## config.mk

```make
export PLATFORM = sky130hd
export DESIGN_NAME = approx_add_sweep_ctrl
export DESIGN_NICKNAME = d
export VERILOG_FILES = /design/src/rtl/approx_eval_pkg.sv /design/src/rtl/approx_err_accum.sv /design/src/rtl/approx_add_sweep_ctrl.sv
export SDC_FILE = /design/constraint.sdc
export NUM_CORES = 1
export LEC_CHECK = 0
export CORE_ASPECT_RATIO = 1.4
export CORE_MARGIN = 4
export CORE_UTILIZATION = 55
export CTS_CLUSTER_DIAMETER = 80
export DETAILED_ROUTE_END_ITERATION = 12
export GPL_ROUTABILITY_DRIVEN = 1
export PLACE_DENSITY = 0.87
export SKIP_LAST_GASP = 1
export SLEW_MARGIN = 20
export SYNTH_ARGS = -nofsm -noshare
export SYNTH_HDL_FRONTEND = slang
export SYNTH_SLANG_ARGS = --single-unit
```

## constraint.sdc

```tcl
create_clock -name clk -period 13.1 [get_ports clk]
set_input_delay 3.93 -clock clk [delete_from_list [all_inputs] [get_ports clk]]
set_output_delay 3.93 -clock clk [all_outputs]
set_load 0.05 [all_outputs]
```

## src/rtl/approx_eval_pkg.sv

```systemverilog
// Shared state encoding and width helpers for the approximate-adder error sweep.
// Widths are functions of the operand width so every module derives identical sizes.
package approx_eval_pkg;

    typedef enum logic [1:0] {
        ST_IDLE  = 2'd0,
        ST_SWEEP = 2'd1,
        ST_DRAIN = 2'd2,
        ST_DONE  = 2'd3
    } sweep_state_e;

    // Exact sum and |diff| width.
    function automatic int sum_w(input int w);
        return w + 1;
    endfunction

    // Signed difference dut_sum - exact.
    function automatic int diff_w(input int w);
        return w + 2;
    endfunction

    // Full-width square of |diff|.
    function automatic int sq_w(input int w);
        return 2 * w + 2;
    endfunction

    // Mismatch counter: up to 2^(2w) pairs.
    function automatic int cnt_w(input int w);
        return 2 * w + 1;
    endfunction

    // Sum of |diff| over all pairs, sized so it cannot wrap.
    function automatic int abs_acc_w(input int w);
        return 3 * w + 2;
    endfunction

    // Sum of diff^2 over all pairs, sized so it cannot wrap.
    function automatic int sq_acc_w(input int w);
        return 4 * w + 2;
    endfunction

endpackage

```

## src/rtl/approx_err_accum.sv

```systemverilog
// Error metric datapath: diff, |diff| and diff^2 of one captured pair,
// plus the mismatch count, |diff| sum, diff^2 sum and running max.
module approx_err_accum
    import approx_eval_pkg::*;
#(
    parameter int WIDTH = 8
) (
    input  logic                         clk,
    input  logic                         rst,
    input  logic [WIDTH-1:0]             cap_a_i,
    input  logic [WIDTH-1:0]             cap_b_i,
    input  logic [WIDTH:0]               cap_sum_i,
    input  logic                         clear_i,
    input  logic                         en_i,
    output logic [cnt_w(WIDTH)-1:0]      err_cnt_o,
    output logic [abs_acc_w(WIDTH)-1:0]  abs_sum_o,
    output logic [sq_acc_w(WIDTH)-1:0]   sq_sum_o,
    output logic [sum_w(WIDTH)-1:0]      max_abs_o
);

    localparam int SUM_W     = sum_w(WIDTH);
    localparam int DIFF_W    = diff_w(WIDTH);
    localparam int SQ_W      = sq_w(WIDTH);
    localparam int CNT_W     = cnt_w(WIDTH);
    localparam int ABS_ACC_W = abs_acc_w(WIDTH);
    localparam int SQ_ACC_W  = sq_acc_w(WIDTH);

    logic [SUM_W-1:0]         exact;
    logic signed [DIFF_W-1:0] diff;
    logic signed [DIFF_W-1:0] neg_diff;
    logic [SUM_W-1:0]         abs_diff;
    logic [SQ_W-1:0]          sq;

    logic [CNT_W-1:0]     err_q, err_d;
    logic [ABS_ACC_W-1:0] abs_q, abs_d;
    logic [SQ_ACC_W-1:0]  sqs_q, sqs_d;
    logic [SUM_W-1:0]     max_q, max_d;

    always_comb begin
        exact    = SUM_W'(cap_a_i) + SUM_W'(cap_b_i);
        diff     = $signed({1'b0, cap_sum_i}) - $signed({1'b0, exact});
        neg_diff = -diff;
        // |diff| never exceeds 2^(WIDTH+1)-1, so the top bit can be dropped.
        abs_diff = diff[DIFF_W-1] ? neg_diff[SUM_W-1:0] : diff[SUM_W-1:0];
        sq       = SQ_W'(abs_diff) * SQ_W'(abs_diff);
    end

    always_comb begin
        err_d = err_q;
        abs_d = abs_q;
        sqs_d = sqs_q;
        max_d = max_q;
        if (clear_i) begin
            err_d = '0;
            abs_d = '0;
            sqs_d = '0;
            max_d = '0;
        end else if (en_i) begin
            err_d = err_q + CNT_W'(diff != '0);
            abs_d = abs_q + ABS_ACC_W'(abs_diff);
            sqs_d = sqs_q + SQ_ACC_W'(sq);
            if (abs_diff > max_q) begin
                max_d = abs_diff;
            end
        end
    end

    always_ff @(posedge clk or posedge rst) begin
        if (rst) begin
            err_q <= '0;
            abs_q <= '0;
            sqs_q <= '0;
            max_q <= '0;
        end else begin
            err_q <= err_d;
            abs_q <= abs_d;
            sqs_q <= sqs_d;
            max_q <= max_d;
        end
    end

    assign err_cnt_o = err_q;
    assign abs_sum_o = abs_q;
    assign sq_sum_o  = sqs_q;
    assign max_abs_o = max_q;

endmodule

```

## src/rtl/approx_add_sweep_ctrl.sv

```systemverilog
// Exhaustive operand sweep sequencer for an external approximate adder.
// Issues every (op_a, op_b) pair, captures the adder output, and accumulates error metrics.
module approx_add_sweep_ctrl
    import approx_eval_pkg::*;
#(
    parameter int WIDTH = 8
) (
    input  logic                         clk,
    input  logic                         rst,
    input  logic                         start,
    input  logic                         abort,
    output logic                         busy,
    output logic                         done,
    output logic                         res_valid,
    output logic [WIDTH-1:0]             op_a,
    output logic [WIDTH-1:0]             op_b,
    input  logic [WIDTH:0]               dut_sum,
    output logic [cnt_w(WIDTH)-1:0]      err_cnt,
    output logic [abs_acc_w(WIDTH)-1:0]  abs_sum,
    output logic [sq_acc_w(WIDTH)-1:0]   sq_sum,
    output logic [sum_w(WIDTH)-1:0]      max_abs
);

    sweep_state_e state_q, state_d;

    logic [WIDTH-1:0] op_a_q, op_a_d;
    logic [WIDTH-1:0] op_b_q, op_b_d;
    logic [WIDTH-1:0] cap_a_q, cap_a_d;
    logic [WIDTH-1:0] cap_b_q, cap_b_d;
    logic [WIDTH:0]   cap_sum_q, cap_sum_d;
    logic             cap_vld_q, cap_vld_d;
    logic             done_q, done_d;
    logic             res_valid_q, res_valid_d;
    logic             clear_acc;
    logic             last_pair;

    assign last_pair = (&op_a_q) && (&op_b_q);

    always_comb begin
        state_d     = state_q;
        op_a_d      = op_a_q;
        op_b_d      = op_b_q;
        cap_a_d     = cap_a_q;
        cap_b_d     = cap_b_q;
        cap_sum_d   = cap_sum_q;
        cap_vld_d   = 1'b0;
        done_d      = 1'b0;
        res_valid_d = res_valid_q;
        clear_acc   = 1'b0;

        unique case (state_q)
            ST_IDLE, ST_DONE: begin
                if (abort) begin
                    state_d     = ST_IDLE;
                    res_valid_d = 1'b0;
                end else if (start) begin
                    state_d     = ST_SWEEP;
                    op_a_d      = '0;
                    op_b_d      = '0;
                    res_valid_d = 1'b0;
                    clear_acc   = 1'b1;
                end
            end
            ST_SWEEP: begin
                if (abort) begin
                    state_d     = ST_IDLE;
                    op_a_d      = '0;
                    op_b_d      = '0;
                    res_valid_d = 1'b0;
                end else begin
                    // dut_sum is only sampled here, while the operands are defined.
                    cap_a_d   = op_a_q;
                    cap_b_d   = op_b_q;
                    cap_sum_d = dut_sum;
                    cap_vld_d = 1'b1;
                    if (last_pair) begin
                        state_d = ST_DRAIN;
                        op_a_d  = '0;
                        op_b_d  = '0;
                    end else begin
                        op_b_d = op_b_q + 1'b1;
                        if (&op_b_q) begin
                            op_a_d = op_a_q + 1'b1;
                        end
                    end
                end
            end
            ST_DRAIN: begin
                if (abort) begin
                    state_d     = ST_IDLE;
                    res_valid_d = 1'b0;
                end else begin
                    state_d     = ST_DONE;
                    done_d      = 1'b1;
                    res_valid_d = 1'b1;
                end
            end
            default: state_d = ST_IDLE;
        endcase
    end

    always_ff @(posedge clk or posedge rst) begin
        if (rst) begin
            state_q     <= ST_IDLE;
            op_a_q      <= '0;
            op_b_q      <= '0;
            cap_a_q     <= '0;
            cap_b_q     <= '0;
            cap_sum_q   <= '0;
            cap_vld_q   <= 1'b0;
            done_q      <= 1'b0;
            res_valid_q <= 1'b0;
        end else begin
            state_q     <= state_d;
            op_a_q      <= op_a_d;
            op_b_q      <= op_b_d;
            cap_a_q     <= cap_a_d;
            cap_b_q     <= cap_b_d;
            cap_sum_q   <= cap_sum_d;
            cap_vld_q   <= cap_vld_d;
            done_q      <= done_d;
            res_valid_q <= res_valid_d;
        end
    end

    approx_err_accum #(
        .WIDTH(WIDTH)
    ) u_accum (
        .clk       (clk),
        .rst       (rst),
        .cap_a_i   (cap_a_q),
        .cap_b_i   (cap_b_q),
        .cap_sum_i (cap_sum_q),
        .clear_i   (clear_acc),
        .en_i      (cap_vld_q),
        .err_cnt_o (err_cnt),
        .abs_sum_o (abs_sum),
        .sq_sum_o  (sq_sum),
        .max_abs_o (max_abs)
    );

    assign busy      = (state_q == ST_SWEEP) || (state_q == ST_DRAIN);
    assign done      = done_q;
    assign res_valid = res_valid_q;
    assign op_a      = op_a_q;
    assign op_b      = op_b_q;

endmodule

```

==> results of run 1 <==
==> cell usage in the layout (no fill, tap or decap), types with 4 or more instances in the layout <==
| cell | synthesis | layout |
|---|---|---|
| and2_1 | 4 | 4 |
| dfrtp_1 | 132 | 132 |
| xor2_1 | 47 | 47 |
| nor2_2 | 4 | 4 |
| mux2i_1 | 23 | 23 |
| nor2b_1 | 5 | 5 |
| ha_1 | 81 | 81 |
| clkdlybuf4s50_1 | 0 | 117 |
| o21ai_0 | 51 | 51 |
| a21oi_1 | 51 | 51 |
| nand2b_1 | 10 | 10 |
| xnor2_1 | 21 | 21 |
| inv_6 | 0 | 6 |
| clkbuf_16 | 0 | 17 |
| a211oi_1 | 9 | 9 |
| o21bai_1 | 5 | 5 |
| inv_8 | 0 | 4 |
| nor2_1 | 135 | 135 |
| nand2_1 | 123 | 123 |
| fa_1 | 54 | 54 |
| a21o_1 | 10 | 10 |
| o211ai_1 | 8 | 8 |
| o21ai_2 | 4 | 4 |
| nand4_1 | 21 | 21 |
| and4_1 | 5 | 5 |
| nand3_1 | 39 | 39 |
| buf_4 | 0 | 8 |
| nor3_1 | 17 | 17 |
| o21a_1 | 7 | 7 |
| and3_1 | 16 | 16 |
| inv_1 | 155 | 154 |
| o31ai_1 | 6 | 6 |
| or3_1 | 5 | 5 |
| inv_2 | 8 | 8 |
==> sequential cells by signal, indices dropped and copies added, names as in the netlist <==
signal / flops
cap_b_q: 8
state_q: 2
cap_sum_q: 9
u_accum.max_abs_o: 9
u_accum.sq_sum_o: 34
cap_vld_q: 1
done: 1
op_a: 8
op_b: 8
u_accum.err_cnt_o: 17
u_accum.abs_sum_o: 26
cap_a_q: 8
res_valid: 1
==> cell families (layout without fill, tap and decap cells) <==
| family | count (synthesis) | count (layout) | share of synthesized area |
|---|---|---|---|
| mux | 23 | 23 | 0.0225 |
| flops | 132 | 132 | 0.323 |
| simple gates | 401 | 401 | 0.179 |
| buf+inv | 196 | 322 | 0.0729 |
| xor+xnor | 72 | 72 | 0.0658 |
| fa+ha+maj | 135 | 135 | 0.205 |
| compound gates | 198 | 198 | 0.131 |
==> metrics by stage <==
stage	hold slack, ns	std cells	setup slack [ns]	instance area (um2)	util
after floorplan	0.450	1157	5.10	10200	-
after global placement	0.468	1491	4.71	11600	0.641
after detailed placement	0.470	1491	4.39	11600	0.641
after CTS	0.486	1523	4.36	12200	0.673
after global routing	0.521	1523	3.73	12200	0.673
final	0.482	1523	4.30	12200	0.673
==> routing by layer <==
| metal | track usage | vias to the layer above | share of wire |
|---|---|---|---|
| met3 | 0.0423 | 84 | 0.045 |
| li1 | - | 4071 | - |
| met4 | 0.130 | 0 | 0.042 |
| met2 | 0.455 | 283 | 0.53 |
| met1 | 0.301 | 4216 | 0.39 |
| met5 | 0 | - | 0 |
==> layout make-up <==
| type | count | area, um2 |
|---|---|---|
| multi-input cells | 829 | 6170 |
| fillers | 1445 | 5930 |
| flip-flops and latches | 132 | 3300 |
| repair buffers | 125 | 1230 |
| inverters | 165 | 629 |
| clock buffers | 17 | 425 |
| well taps | 240 | 300 |
| clock inverters | 15 | 154 |
==> path summary, 6_finish.rpt <==
| path | slack, ns | start | endpoint | cells after the start |
|---|---|---|---|---|
| setup / recovery | 4.30 | cap_a_q[0] | u_accum.sq_sum_o[26] | 32 |
| hold / removal | 0.48 | cap_b_q[1] | cap_b_q[1] | 2 |
| setup reg to reg | 4.30 | cap_a_q[0] | u_accum.sq_sum_o[26] | 32 |
| hold reg to reg | 0.48 | cap_b_q[1] | cap_b_q[1] | 2 |
| max in group asynchronous | 7.73 | rst | u_accum.err_cnt_o[3] | 3 |
| min in group asynchronous | 4.00 | rst | res_valid | 2 |
==> worst max-delay path, delay by kind of cell, from the launching register on <==
family | cells | cell delay, ns
AO/OA/AOI/OAI | 6 | 1.83
adder cells (fa/ha/maj) | 10 | 4.44
XOR/XNOR | 1 | 0.17
buffers and inverters | 8 | 0.54
AND/OR/NAND/NOR | 7 | 1.27
flip-flops | 1 | 0.40
==> impl_metrics.ini, run 1 <==
[logic_synthesis]
netlist_top_cells_count = inv_1, nor2_1, dfrtp_1
yosys.cell_types.count = 77
syn_inst = 1157
ys_ff_latch = 132
synth-edff-count = 0
yosys_most_used_dff = dfrtp_1
syn-num-nets = 1305
synth_top_area_share = 0.323
synth_area_leaders = dfrtp_1, fa_1, ha_1, inv_1, nor2_1
async_flop_share = 1.00
postSynthAreaPerCell_um2 = 8.83
netlist_area_mm2 = 0.0102
synth_warnings = 0
synth-seq-area-share = 0.323
synth_most_common_cell = inv_1
synth_top_area_cell = dfrtp_1

[floorplan]
design.core.area_mm2 = 0.0181
rows = 58
dieHeight_um = 169
dieArea_mm2 = 0.0208
die_w_um = 123
io_pins = 118
start_util = 0.563

[timing]
tightest_slew_ns = 0.865
skew_ns = 0.0108
rsz0062_at_grt = false
period_share = 0.671
fmax_ghz = 0.114
tns_ns = 0
setup_viol = 0
slew_headroom = 0.424
hold_viol_final = 0
layout_min_cycle_time_ns = 8.80
report.final.slew_viol_count = 0

[drt]
dr_total_vias = 8654
drc = 0
routed_wl_mm = 25.8
wl_per_cell_um = 17.0
ant_nets = 0
viasPerCell = 5.68
drtPass1Iterations = 5
first_iter_violations = 510

[cts]
cts_resized = 0
cts_setup_buffers = 0
clockBufferDepth = 2
htree_levels = 4
numCtsBuffers = 17
cts_root_buf = clkbuf_16
cts_tree = done
clkLatencyLatePin_ns = 0.43
cts_hold_buffers = 0
clock-sinks = 132
clk_pin_slew_worst_paths_ns = 0.06

[setup_path]
worstSetupPathType = register to register
crit_arrival_ns = 9.09
path_common_cell = inv_1
cp_slowest_cell = fa_1
required_ns = 13.39
end_kind = register
worst_path_largest_cell_delay_ns = 0.60
crit_fanout = 8
start_kind = register

[placed_design]
portBuffers = 117
gp_congestion = 0.941
hpwl_mm = 19.0

[grt]
grt_pass1_vias = 9032
grt_pass1_wl_mm = 43.0
grt_usage = 0.259
grt_overflow = 0
antenna_found_initial = 0
grt_max_degree = 70

[run_status]
status = complete, no violations

[finish]
finalNetCount = 1418
area_growth_pct = 19.6
drive_gt1_frac = 0.0678
antennaDiodeCount = 0

[min_path]
hold_class = register to register

[flow_run]
max_cap_viol_count = 0
Power of run 1 is not shown: default switching activity piles up to over one toggle a cycle in this logic, so the estimate is an artifact.
==> run 2, diff against run 1 <==
==> constraint.sdc (replaced) <==
create_clock -name clk -period 8.8 [get_ports clk]
set_input_delay 2.64 -clock clk [delete_from_list [all_inputs] [get_ports clk]]
set_output_delay 2.64 -clock clk [all_outputs]
set_load 0.05 [all_outputs]
==> impl_metrics.ini, run 2 (same netlist as run 1, synthesis figures left out) <==
[grt]
grt_pass1_vias = 9041
grt_pass1_wl_mm = 43.1
grt_max_degree = 78
grt_overflow = 0
antenna_found_initial = 0
grt_usage = 0.258

[finish]
antennaDiodeCount = 0
mostFrequentLayoutCell = inv_1
final_cell_mix = inv_1, nor2_1, dfrtp_1
fill_cells = 1384
largest_reg_flops = 34
finalNetCount = 1423
area_growth_pct = 21.1
regArea_mm2 = 0.00330
drive_gt1_frac = 0.0784
multi_input_area_mm2 = 0.00625

[setup_path]
cp_slowest_cell = fa_1
worst_path_largest_cell_delay_ns = 0.57
end_kind = register
start_kind = register
path_common_cell = fa_1
required_ns = 9.08
ff2ff_setup_slack_ns = 0.38
crit_arrival_ns = 8.70
crit_fanout = 8
worstSetupPathType = register to register

[cts]
clkLatencyLatePin_ns = 0.43
htree_levels = 4
clk_pin_slew_worst_paths_ns = 0.06
numCtsBuffers = 17
cts_root_buf = clkbuf_16
clockBufferDepth = 2
clock-sinks = 132
cts_tree = done

[drt]
wl_per_cell_um = 17.2
drc = 0
first_iter_violations = 582
dr_total_vias = 8844
drtPass1Iterations = 7
viasPerCell = 5.79
ant_nets = 0
routed_wl_mm = 26.3

[timing]
hold_viol_final = 0
skew_ns = 0.0101
period_share = 0.956
report.final.slew_viol_count = 0
setup_viol = 0
tightest_slew_ns = 0.881
slew_headroom = 0.413
fmax_ghz = 0.119
holdWs_ns = 0.497
layout_min_cycle_time_ns = 8.42

[floorplan]
die_w_um = 123
design.core.area_mm2 = 0.0181
rows = 58
io_pins = 118
dieHeight_um = 169
dieArea_mm2 = 0.0208
start_util = 0.563

[placed_design]
portBuffers = 117
hpwl_mm = 19.1
gp_congestion = 0.940

[min_path]
hold_class = register to register

[flow_run]
max_cap_viol_count = 0

[run_status]
status = complete, no violations
run 2: layer usage:
| metal | vias up | wire (um) | share of wire | GRT usage |
|---|---|---|---|---|
| met5 | - | 0 | 0 | 0 |
| met4 | 0 | 1350 | 0.051 | 0.143 |
| met1 | 4304 | 9960 | 0.38 | 0.297 |
| met2 | 342 | 13500 | 0.51 | 0.445 |
| met3 | 109 | 1470 | 0.056 | 0.0524 |
| li1 | 4089 | - | - | - |
run 2: critical path: cells and delay by family, from the launching register on:
kind	cells	cell delay, ns
AO/OA/AOI/OAI	7	1.96
XOR/XNOR	3	0.53
adder cells (fa/ha/maj)	9	4.06
AND/OR/NAND/NOR	8	1.08
buffers and inverters	4	0.19
flip-flops	1	0.41
run 2: path summary, 6_finish.rpt:
kind                            start                   end  cells after the start
setup / recovery           cap_a_q[0]  u_accum.sq_sum_o[20]                     31
hold / removal             cap_b_q[1]            cap_b_q[1]                      2
setup reg to reg           cap_a_q[0]  u_accum.sq_sum_o[20]                     31
hold reg to reg            cap_b_q[1]            cap_b_q[1]                      2
max in group asynchronous         rst  u_accum.max_abs_o[4]                      3
min in group asynchronous         rst  u_accum.sq_sum_o[27]                      2
run 2: final cells by class:
| class | instances | share of cell area |
|---|---|---|
| clock inverters | 15 | 0.0155 |
| flip-flops and latches | 132 | 0.267 |
| multi-input cells | 829 | 0.505 |
| well taps | 240 | 0.0243 |
| clock buffers | 17 | 0.0344 |
| inverters | 165 | 0.0509 |
| repair buffers | 130 | 0.103 |
run 2: stage by stage:
| step | util | instances | area [um2] | TNS [ns] | setup slack (ns) |
|---|---|---|---|---|---|
| 6_report | 0.682 | 1528 | 12400 | 0 | 0.383 |
| 5_1_grt | 0.682 | 1528 | 12400 | -0.0406 | -0.0267 |
| 4_1_cts | 0.676 | 1524 | 12300 | 0 | 0.00424 |
| 3_5_place_dp | 0.642 | 1492 | 11600 | 0 | 0.0519 |
| 3_3_place_gp | 0.642 | 1492 | 11600 | 0 | 0.381 |
| 2_1_floorplan | - | 1157 | 10200 | 0 | 0.797 |
run 2: repair_timing:
item	CTS	global route
endpoints found under the setup margin	0	21
resized for setup	0	17
hold buffers	0	0
setup buffers	0	4
Power of run 2 is left out for the same reason.
==> run 3, diff against run 2 <==
--- a/config.mk
+++ b/config.mk
@@ -5,7 +5,7 @@
 export SDC_FILE = /design/constraint.sdc
 export NUM_CORES = 1
 export LEC_CHECK = 0
-export CORE_ASPECT_RATIO = 1.4
+export CORE_ASPECT_RATIO = 0.9
 export CORE_MARGIN = 4
 export CORE_UTILIZATION = 55
 export CTS_CLUSTER_DIAMETER = 80
@@ -17,3 +17,4 @@
 export SYNTH_ARGS = -nofsm -noshare
 export SYNTH_HDL_FRONTEND = slang
 export SYNTH_SLANG_ARGS = --single-unit
+export TNS_END_PERCENT = 1
==> constraint.sdc (replaced) <==
create_clock -name clk -period 8.04 [get_ports clk]
set_input_delay 2.412 -clock clk [delete_from_list [all_inputs] [get_ports clk]]
set_output_delay 2.412 -clock clk [all_outputs]
set_load 0.05 [all_outputs]
==> impl_metrics.ini, run 3 (same netlist as run 1, synthesis figures left out) <==
[timing]
setup_viol = 0
worst_slack_ns = 0.00341
skew_ns = 0.0105
fmax_ghz = 0.124
hold_viol_final = 0
slew_headroom = 0.398
layout_min_cycle_time_ns = 8.04
period_share = 1.00
report.final.slew_viol_count = 0
tightest_slew_ns = 0.899
rsz0062_at_grt = true

[drt]
drtPass1Iterations = 5
routed_wl_mm = 26.8
dr_total_vias = 8994
ant_nets = 0
drc = 0
viasPerCell = 5.72
first_iter_violations = 551
wl_per_cell_um = 17.0

[cts]
cts_tree = done
cts_hold_buffers = 0
htree_levels = 4
cts_root_buf = clkbuf_16
clkLatencyLatePin_ns = 0.43
clockBufferDepth = 2
clk_pin_slew_worst_paths_ns = 0.06
clock-sinks = 132
numCtsBuffers = 17

[setup_path]
crit_arrival_ns = 8.31
worst_path_largest_cell_delay_ns = 0.58
path_common_cell = fa_1
worstSetupPathType = register to register
start_kind = register
crit_fanout = 7
end_kind = register
required_ns = 8.32
cp_slowest_cell = fa_1

[finish]
antennaDiodeCount = 0
fill_cells = 1272
final_cell_mix = inv_1, nor2_1, dfrtp_1
mostFrequentLayoutCell = inv_1
largest_reg_flops = 34
area_growth_pct = 26.2
finalNetCount = 1463
drive_gt1_frac = 0.131

[min_path]
hold_class = register to register

[grt]
grt_max_degree = 78
grt_pass1_vias = 9079
grt_pass1_wl_mm = 43.7
antenna_found_initial = 0
grt_overflow = 0
grt_usage = 0.262

[floorplan]
start_util = 0.558
design.core.area_mm2 = 0.0183
io_pins = 118
dieHeight_um = 137
die_w_um = 152
dieArea_mm2 = 0.0208
rows = 47

[placed_design]
hpwl_mm = 18.8
dp_slack_ns = -0.172
gp_congestion = 0.922
portBuffers = 117

[run_status]
status = complete, no violations

[flow_run]
max_cap_viol_count = 0
==> run 3: changes by cell type in the layout (fill, tap and decap cells not counted), moves of 3 or more <==
cell | before | now
ha_4 | 1 | 6
inv_1 | 153 | 145
inv_2 | 9 | 17
buf_6 | 0 | 3
ha_1 | 79 | 73
buf_4 | 13 | 49
clkinvlp_4 | 2 | 5
==> run 3: layout make-up <==
class | count | area [um2] | area share
Clock buffer | 17 | 425 | 0.0330
Clock inverter | 14 | 179 | 0.0139
Inverter | 165 | 629 | 0.0488
Multi-Input combinational cell | 829 | 6450 | 0.501
Sequential cell | 132 | 3300 | 0.256
Tap cell | 245 | 307 | 0.0238
Timing Repair Buffer | 170 | 1590 | 0.124
==> run 3: what timing repair did <==
action                                  4_1_cts  5_1_grt
endpoints found under the setup margin       16       23
gates resized for setup                      21       38
setup buffers                                 5        9
pin swaps                                    14       33
endpoints found under the hold margin         0        0
==> run 3: path summary, 6_finish.rpt <==
| kind | start | endpoint | slack [ns] | depth (start not counted) |
|---|---|---|---|---|
| hold / removal | cap_b_q[5] | cap_b_q[5] | 0.48 | 2 |
| setup reg to reg | cap_sum_q[0] | u_accum.sq_sum_o[20] | 0.003 | 36 |
| max in group asynchronous | rst | u_accum.sq_sum_o[2] | 4.14 | 3 |
| min in group asynchronous | rst | u_accum.err_cnt_o[8] | 2.48 | 2 |
| setup / recovery | cap_sum_q[0] | u_accum.sq_sum_o[20] | 0.003 | 36 |
| hold reg to reg | cap_b_q[5] | cap_b_q[5] | 0.48 | 2 |
==> run 3: stage by stage <==
stage / hold slack [ns] / util / setup TNS, ns / cell area (um2) / std cells
6_report: 0.484 / 0.705 / 0 / 12900 / 1572
3_5_place_dp: 0.470 / 0.650 / -1.37 / 11900 / 1529
5_1_grt: 0.533 / 0.705 / -3.25 / 12900 / 1572
3_3_place_gp: 0.462 / 0.650 / 0 / 11900 / 1529
4_1_cts: 0.489 / 0.692 / -0.0798 / 12700 / 1564
2_1_floorplan: 0.450 / - / 0 / 10200 / 1157
==> run 3: layer usage <==
layer / vias up / track usage / part of all wire
met2: 368 / 0.449 / 0.49
li1: 4160 / - / -
met3: 78 / 0.0526 / 0.073
met5: - / 0 / 0
met1: 4388 / 0.328 / 0.40
met4: 0 / 0.100 / 0.037
==> run 3: worst max-delay path: cells and delay by family (launching register included) <==
kind            cells  cell delay (ns)
compound gates      7             1.46
flops               1             0.34
simple gates        7             0.97
fa+ha+maj           9             3.91
buf+inv            11             0.86
xor+xnor            2             0.32
Power of run 3 is left out for the same reason.
